### config.mk
export PLATFORM = sky130hd
export DESIGN_NAME = i2c_master_wr
export DESIGN_NICKNAME = d
export VERILOG_FILES = /design/src/rtl/i2c_ctrl_pkg.sv /design/src/rtl/i2c_clk_sync.sv /design/src/rtl/i2c_master_wr.sv
export SDC_FILE = /design/constraint.sdc
export NUM_CORES = 1
export LEC_CHECK = 0
export CAP_MARGIN = 20
export CORE_AREA = 2 2 68 70
export CTS_BUF_LIST = sky130_fd_sc_hd__clkbuf_2
export DETAILED_ROUTE_END_ITERATION = 7
export DIE_AREA = 0 0 70 72
export PLACE_DENSITY = 0.6
export SYNTH_ARGS = -nofsm -noshare
export SYNTH_HDL_FRONTEND = slang
export SYNTH_HIERARCHICAL = 1
export SYNTH_SLANG_ARGS = --single-unit
### constraint.sdc
create_clock -name core_clk -period 4.4 [get_ports core_clk]
set_input_delay 0.88 -clock core_clk [delete_from_list [all_inputs] [get_ports core_clk]]
set_output_delay 0.88 -clock core_clk [all_outputs]
set_load 0.05 [all_outputs]
### src/rtl/i2c_ctrl_pkg.sv
// Shared types and constants for the write-only I2C master.
// Holds the FSM state enum, ACK/NACK line levels and default sync depth.
package i2c_ctrl_pkg;

   typedef enum logic [2:0] {
      IDLE,
      START,
      ADDR,
      ADDR_ACK,
      DATA,
      DATA_ACK,
      RSTART,
      STOP
   } state_t;

   localparam logic ACK  = 1'b0;
   localparam logic NACK = 1'b1;

   localparam int DEF_SYNC_STAGES = 2;

endpackage

### src/rtl/i2c_clk_sync.sv
// Synchronises the i2c_clk bit-rate reference into core_clk and derives
// one-cycle pulses: rise_t, fall_t and data_t (fall_t delayed one cycle).
// Ports: core_clk, rst_n, i2c_clk in; rise_t, fall_t, data_t out.
module i2c_clk_sync
   import i2c_ctrl_pkg::*;
#(
   parameter int SYNC_STAGES = DEF_SYNC_STAGES
) (
   input  logic core_clk,
   input  logic rst_n,
   input  logic i2c_clk,
   output logic rise_t,
   output logic fall_t,
   output logic data_t
);

   logic [SYNC_STAGES-1:0] sync;
   logic                   prev;

   always_ff @(posedge core_clk or negedge rst_n) begin
      if (!rst_n) begin
         sync   <= '0;
         prev   <= 1'b0;
         data_t <= 1'b0;
      end else begin
         sync   <= {sync[SYNC_STAGES-2:0], i2c_clk};
         prev   <= sync[SYNC_STAGES-1];
         data_t <= fall_t;
      end
   end

   assign rise_t = sync[SYNC_STAGES-1] & ~prev;
   assign fall_t = ~sync[SYNC_STAGES-1] & prev;

endmodule

### src/rtl/i2c_master_wr.sv
// Write-only I2C master: START, address byte, ACK, data byte, ACK, STOP/RSTART.
// Ports: core_clk, rst_n, i2c_clk, enable, slave_address[8], data_in[8],
//        sda_in, repeated_start_cond in; sda_out, scl_out out (1 = released).
// Option: I2C_CTRL_NACK_STOP_EN aborts to STOP when an ACK slot reads NACK.
module i2c_master_wr
   import i2c_ctrl_pkg::*;
#(
   parameter int SYNC_STAGES = DEF_SYNC_STAGES
) (
   input  logic       core_clk,
   input  logic       rst_n,
   input  logic       i2c_clk,
   input  logic       enable,
   input  logic [7:0] slave_address,
   input  logic [7:0] data_in,
   input  logic       sda_in,
   input  logic       repeated_start_cond,
   output logic       sda_out,
   output logic       scl_out
);

   logic       rise_t;
   logic       fall_t;
   logic       data_t;
   state_t     state;
   logic [2:0] cnt;
   logic [7:0] addr_r;
   logic [7:0] data_r;
   logic [7:0] cur_byte;
   logic       ack_r;
   logic       bus_free;

   i2c_clk_sync #(
      .SYNC_STAGES(SYNC_STAGES)
   ) u_sync (
      .core_clk(core_clk),
      .rst_n   (rst_n),
      .i2c_clk (i2c_clk),
      .rise_t  (rise_t),
      .fall_t  (fall_t),
      .data_t  (data_t)
   );

   assign cur_byte = (state == ADDR) ? addr_r : data_r;

`ifndef I2C_CTRL_NACK_STOP_EN
   logic unused_ack;
   assign unused_ack = ack_r;
`endif

   always_ff @(posedge core_clk or negedge rst_n) begin
      if (!rst_n) begin
         state    <= IDLE;
         sda_out  <= 1'b1;
         scl_out  <= 1'b1;
         cnt      <= 3'd7;
         addr_r   <= '0;
         data_r   <= '0;
         ack_r    <= ACK;
         bus_free <= 1'b1;
      end else begin
         unique case (state)
            IDLE: begin
               scl_out <= 1'b1;
               sda_out <= 1'b1;
               // after a STOP one whole rise_t must pass before a new START
               if (rise_t) begin
                  if (enable && bus_free) begin
                     sda_out <= 1'b0;
                     addr_r  <= slave_address;
                     data_r  <= data_in;
                     state   <= START;
                  end else begin
                     bus_free <= 1'b1;
                  end
               end
            end
            START: begin
               if (fall_t) scl_out <= 1'b0;
               if (data_t) begin
                  sda_out <= addr_r[7];
                  cnt     <= 3'd7;
                  state   <= ADDR;
               end
            end
            ADDR, DATA: begin
               if (rise_t) scl_out <= 1'b1;
               if (fall_t) scl_out <= 1'b0;
               if (data_t) begin
                  if (cnt == 3'd0) begin
                     sda_out <= 1'b1;
                     state   <= (state == ADDR) ? ADDR_ACK : DATA_ACK;
                  end else begin
                     cnt     <= cnt - 3'd1;
                     sda_out <= cur_byte[cnt - 3'd1];
                  end
               end
            end
            ADDR_ACK, DATA_ACK: begin
               if (rise_t) begin
                  scl_out <= 1'b1;
                  ack_r   <= sda_in;
               end
               if (fall_t) scl_out <= 1'b0;
               if (data_t) begin
`ifdef I2C_CTRL_NACK_STOP_EN
                  if (ack_r == NACK) begin
                     sda_out <= 1'b0;
                     state   <= STOP;
                  end else
`endif
                  if (state == ADDR_ACK) begin
                     sda_out <= data_r[7];
                     cnt     <= 3'd7;
                     state   <= DATA;
                  end else if (repeated_start_cond) begin
                     sda_out <= 1'b1;
                     state   <= RSTART;
                  end else begin
                     sda_out <= 1'b0;
                     state   <= STOP;
                  end
               end
            end
            RSTART: begin
               if (rise_t) scl_out <= 1'b1;
               // SCL already high from the previous rise: pull SDA low
               if (scl_out && !rise_t) begin
                  sda_out <= 1'b0;
                  addr_r  <= slave_address;
                  data_r  <= data_in;
                  state   <= START;
               end
            end
            STOP: begin
               if (rise_t) scl_out <= 1'b1;
               if (scl_out && !rise_t) begin
                  sda_out  <= 1'b1;
                  bus_free <= 1'b0;
                  state    <= IDLE;
               end
            end
            default: state <= IDLE;
         endcase
      end
   end

endmodule

# Word level (Yosys, flattened, before mapping)
# Index checks and enable logic that the tools add are counted.
word_totals:
  register_bits: 29
  wordCells: 99
  out_inout_bits: 2
  in_bits: 22
classes:
  n_addsub: 1
  n_reduce_logical: 17
  bitwise_logic: 4
  eq_ne: 19
  muxes: 47
  n_lt_le_gt_ge: 1
op_table:
  columns: ["op", "count"]
  rows:
  - ["2-to-1 mux 8 bit", 7]
  - ["2-to-1 mux 3 bit", 14]
  - ["one-hot mux 8 bit (2 select lines)", 2]
  - ["one-hot mux 3 bit (6 select lines)", 1]
  - ["2-to-1 mux 1 bit", 17]
  - ["!= test 2 bit (second input constant)", 8]
  - ["equality test 3 bit (second input constant)", 4]
  - ["one-hot mux 3 bit (3 select lines)", 1]
  - ["!= test 2 x 1 -> 1 bit (second input constant)", 4]
  - ["AND reduction 4 bit", 2]
  - ["AND reduction 8 bit", 1]
  - ["equality test 3 x 2 -> 1 bit (second input constant)", 2]
  - ["logical NOT 3 bit", 2]
  - ["one-hot mux 1 bit (6 select lines)", 1]
  - ["AND reduction 6 bit", 1]
  - ["OR reduction 2 bit", 3]
  - ["AND reduction 5 bit", 1]
  - ["less-than comparator 3 x 4 -> 1 bit (second input constant)", 1]
  - ["one-hot mux 1 bit (4 select lines)", 1]
  - ["nonzero test 2 bit", 2]
  - ["OR reduction 4 bit", 1]
  - ["binary-select mux 1 bit (select 3 bit)", 1]
  - ["equality test 3 x 1 -> 1 bit (second input constant)", 1]
  - ["nonzero test 3 bit", 1]
  - ["7 further kinds", 10]

# Depth between registers and ports, before layout
logic_depth:
  ltp_word: 7
  depth_mapped: 8
  depth_no_buf: 7

# Modules after synthesis
# Netlist, hierarchy kept.
by_module_without_submodules:
  columns: ["module", "seq_area_each_um2", "instances", "cells_per_inst", "area_per_inst_um2"]
  rows:
  - ["i2c_master_wr", 633.1, 1, 134, 1531.5]
  - ["i2c_clk_sync", 100.1, 1, 6, 115.1]

# Least setup slack after synthesis
# Ideal clock, no wire load.
synth_path:
  kind: "input -> register"
  startpoint: "in enable"
  endpoint: "reg addr_r[3]"
  t_required_ns: 4.275
  arrival_ns: 2.029
  path_buffers: 1
  setup_slack_ns: 2.246
  setup_ns: 0.125
  stages: 5
  cell_sequence: "nand3_2 -> or3_4 -> a21oi_4 -> buf_12 -> mux2_4"
synth_via:
  elab_chain_cells: 3
synth_rtl:
  columns: ["item", "line_no", "text"]
  rows:
  - ["start: declaration", "i2c_master_wr.sv:13", "input logic enable,"]
  - ["logical AND 1 bit", "i2c_master_wr.sv:68", "if (enable && bus_free) begin"]
  - ["!= test 2 bit (no source line)", null, null]
  - ["AND reduction 4 bit (no source line)", null, null]
  - ["end signal: assignment", "i2c_master_wr.sv:70", "addr_r <= slave_address;"]
  - ["end signal: assignment", "i2c_master_wr.sv:130", "addr_r <= slave_address;"]
  - ["end: declaration", "i2c_master_wr.sv:27", "logic [7:0] addr_r;"]
# Every way passes these cells.
# A chain may end at the register's enable or synchronous reset.

# Final worst setup path
layout_path:
  startpoint: "reg scl_out"
  endpoint: "out scl_out"
layout_rtl:
  columns: ["item", "line_no", "text"]
  rows:
  - ["start: declaration", "i2c_master_wr.sv:19", "output logic scl_out"]
  - ["start signal: assignment", "i2c_master_wr.sv:55", "scl_out <= 1'b1;"]
  - ["start signal: assignment", "i2c_master_wr.sv:64", "scl_out <= 1'b1;"]
  - ["start signal: assignment", "i2c_master_wr.sv:79", "if (fall_t) scl_out <= 1'b0;"]
# No word-level cell between the ends.

==> out/qor.tcl <==
set qor(status) {finished, final reports clean}
set qor(area_growth_pct) 20.4
set qor(number_of_antenna_cells_inserted) 0
set qor(h-tree-depth) 2
set qor(num_io_pins) 24
set qor(clock-skew-final_ns) 0.0167
set qor(slew_headroom_pct) 54.4
set qor(die-height_um) 72
set qor(place.detailed.hpwl_um) 2510
set qor(multiInputGateArea_um2) 836
set qor(final_area_mm2) 0.00198
set qor(ant_nets) 0
set qor(synth_seq_area_share_pct) 44.5
set qor(power_per_cell_area_mw_per_mm2) 676
set qor(cts_tree) {built}
set qor(hold_path_startpoint) {u_sync/sync[0]}
set qor(ys.flop_type) {sky130_fd_sc_hd__dfrtp_1}
set qor(post_cts_resized) 0
set qor(critPathMaxFanout) 4
set qor(die-area_mm2) 0.00504
set qor(cp_data_required_time_ns) 3.52
set qor(row_count) 24
set qor(clock-sinks) 29
set qor(clkLatencyLatePin_ns) 0.36
set qor(worst_path_largest_cell_delay_ns) 0.80
set qor(crit-reg2reg-launch) {u_sync/sync[1]}
set qor(final_hold_violation_count) 0
set qor(min_delay_worst_endpoint) {u_sync/sync[1]}
set qor(worst_setup_path_start_kind) {flip-flop}
set qor(placed_area_mm2) 0.00192
set qor(initial_core_util_pct) 38.6
set qor(grt_start_max_net_pins) 20
set qor(critical_path.reg2reg.endpoint) {addr_r[7]}
set qor(fin_setup_tns_ns) 0
set qor(grt_setup_unrepaired) {false}
set qor(die-width_um) 70
set qor(via_count_of_the_first_global_routing_pass) 1207
set qor(critical-path-top-delay-family) {buffers and inverters}
set qor(cts_hold_buffers) 0
set qor(wire_length_of_the_first_global_routing_pass_um) 5630
set qor(gp_routability_congestion) 0.756
set qor(synth_area_per_cell_um2) 11.8
set qor(yosys_register_bits) 29
set qor(crit_type) {reg -> out}
set qor(ir_worst_vdd_uv) 331
set qor(core_region_area_mm2) 0.00426
set qor(layout.filler_cells) 384
set qor(antenna_violations_before_repair) 0
set qor(period_share_pct) 60.0
set qor(p_leak_nw) 0.803
set qor(final_layout_size_suffix_gt1_share_pct) 24.2
set qor(drt_pass1_iterations) 4
set qor(numCtsBuffers) 5
set qor(gr-total-overflow) 0
set qor(clkSlewWorstSetupHoldPaths_ns) 0.17
set qor(finalMaxSlewViolations) 0
set qor(longest_clk_path_bufs) 2
set qor(postSynthCellCount) 140
set qor(timing.fmax_ghz) 0.379
set qor(area.sequential_um2) 733
set qor(grt.total_usage_pct) 14.3
set qor(detail_route.wl_per_cell_um) 15.3
set qor(netlist_area_mm2) 0.00165
set qor(yosysUniqueCellTypes) 47
set qor(arr_time_crit_path_ns) 1.76
set qor(worst-slew-pin-transition_ns) 0.683
set qor(timing.max_cap.violations) 0
set qor(synth_net_count) 166
set qor(async_flop_share_pct) 100
set qor(route.vias.total) 1181
set qor(portBuffers) 22
set qor(nNetsFinal) 190
set qor(worst-r2r-cell-count) 5
set qor(crit_path_top_delay_cell) {sky130_fd_sc_hd__clkdlybuf4s50_1}
set qor(drc) 0
set qor(postCtsSetupBuffers) 0
set qor(crit_path_end_kind) {primary output}
set qor(count_of_flip_flops_with_a_built_in_enable_after_synthesis) 0
set qor(routed_wirelength_um) 3310
set qor(worst_hold_path.num_cells) 0
set qor(crit_path_cell_trace) {clkdlybuf4s50_1}
set qor(worst-r2r-setup-slack_ns) 2.09
set qor(critical_path_buf_inv_count) 1
set qor(setup-violations-final) 0
set qor(yosys_warnings) 6
set qor(detail_route.iter0.violations) 65
set qor(period_needed_ns) 2.64
set qor(clock-root-buffer) {sky130_fd_sc_hd__clkbuf_2}
set qor(hold_class) {reg -> reg}
set qor(critPathLaunch) {scl_out}
set qor(routed_via_density) 5.44
-- sequential cells by signal (all words and copies together) (netlist names), 2 cells and up --
signal	flops
addr_r	8
data_r	8
cnt	3
state	3
u_sync/sync	2
-- layout by cell type, fill, tap and decap left out, drive strengths merged, types with 2 or more instances in the layout --
cell,instances
dfrtp,23
clkdlybuf4s50,22
mux2,16
a21oi,14
nand2,8
nor2,8
inv,7
dfstp,6
clkbuf,5
ha,4
mux4,4
o22ai,3
o21ai,3
nand4,3
nand3,3
nand2b,2
and3,2
o211ai,2
a31oi,2
o21a,2
or3,2
buf,2
-- kinds of logic after synthesis --
kind of cell / Yosys count / synth area share, %
compound gates: 34 / 13.8
mux: 21 / 19.8
flops: 29 / 44.5
xor+xnor: 2 / 1.06
simple gates: 36 / 13.1
fa+ha+maj: 4 / 3.04
buf+inv: 14 / 4.71
-- per-stage QoR --
stage / hold WS (ns) / utilization [%] / power, mW / instances / setup WS, ns
after floorplan: 0.331 / - / 1.01 / 140 / 2.25
after global placement: 0.336 / 44.3 / 1.13 / 208 / 1.48
after detailed placement: 0.349 / 44.9 / 1.16 / 209 / 1.45
after CTS: 0.387 / 46.5 / 1.35 / 217 / 1.72
after global routing: 0.400 / 46.5 / 1.44 / 217 / 1.69
final: 0.380 / 46.5 / 1.34 / 217 / 1.76
-- power by group --
part	switching (mW)	internal [mW]	total (mW)
clock network	0.0973	0.0942	0.191
logic	0.281	0.336	0.617
registers	0.135	0.397	0.532
-- Yosys cell counts, types with 2 or more instances --
cell / number / area (um^2)
sky130_fd_sc_hd__nand4_1: 3 / 18.8
sky130_fd_sc_hd__a31oi_1: 2 / 12.5
sky130_fd_sc_hd__mux4_2: 2 / 45.0
sky130_fd_sc_hd__mux4_1: 2 / 52.6
sky130_fd_sc_hd__o22ai_1: 3 / 18.8
sky130_fd_sc_hd__nand3_1: 2 / 10.0
sky130_fd_sc_hd__clkbuf_1: 3 / 11.3
sky130_fd_sc_hd__a21oi_1: 13 / 65.1
sky130_fd_sc_hd__and3_1: 2 / 12.5
sky130_fd_sc_hd__ha_1: 4 / 50.1
sky130_fd_sc_hd__nand2b_1: 2 / 12.5
sky130_fd_sc_hd__dfrtp_1: 23 / 576
sky130_fd_sc_hd__mux2_4: 10 / 150
sky130_fd_sc_hd__inv_1: 7 / 26.3
sky130_fd_sc_hd__dfstp_2: 6 / 158
sky130_fd_sc_hd__nor2_1: 8 / 30.0
sky130_fd_sc_hd__nand2_1: 8 / 30.0
sky130_fd_sc_hd__mux2_2: 6 / 67.6
sky130_fd_sc_hd__o211ai_1: 2 / 15.0
sky130_fd_sc_hd__buf_4: 2 / 15.0
sky130_fd_sc_hd__o21a_1: 2 / 15.0
sky130_fd_sc_hd__o21ai_0: 3 / 15.0
-- final cells by class --
type / count / share of cell area [%]
Sequential cell: 29 / 37.0
Multi-Input combinational cell: 97 / 42.2
Clock inverter: 3 / 2.08
Clock buffer: 5 / 1.26
Inverter: 7 / 1.33
Tap cell: 52 / 3.28
Timing Repair Buffer: 24 / 12.9
-- metal layers --
metal / wire (um) / GRT usage, %
met4: 40 / 5.77
met3: 114 / 3.33
met2: 1710 / 25.0
met1: 1440 / 17.1
met5: 0 / 0
-- worst max-delay path by stage --
stage               slack [ns]  cells past startpoint         to
floorplan                 2.25                      5  addr_r[3]
global placement          1.48                      5  data_r[6]
detailed placement        1.45                      5  addr_r[7]
CTS                       1.72                      1    scl_out
global route              1.69                      1    scl_out
finish                    1.76                      1    scl_out
No activity file was read; power rests on OpenSTA's default activity.
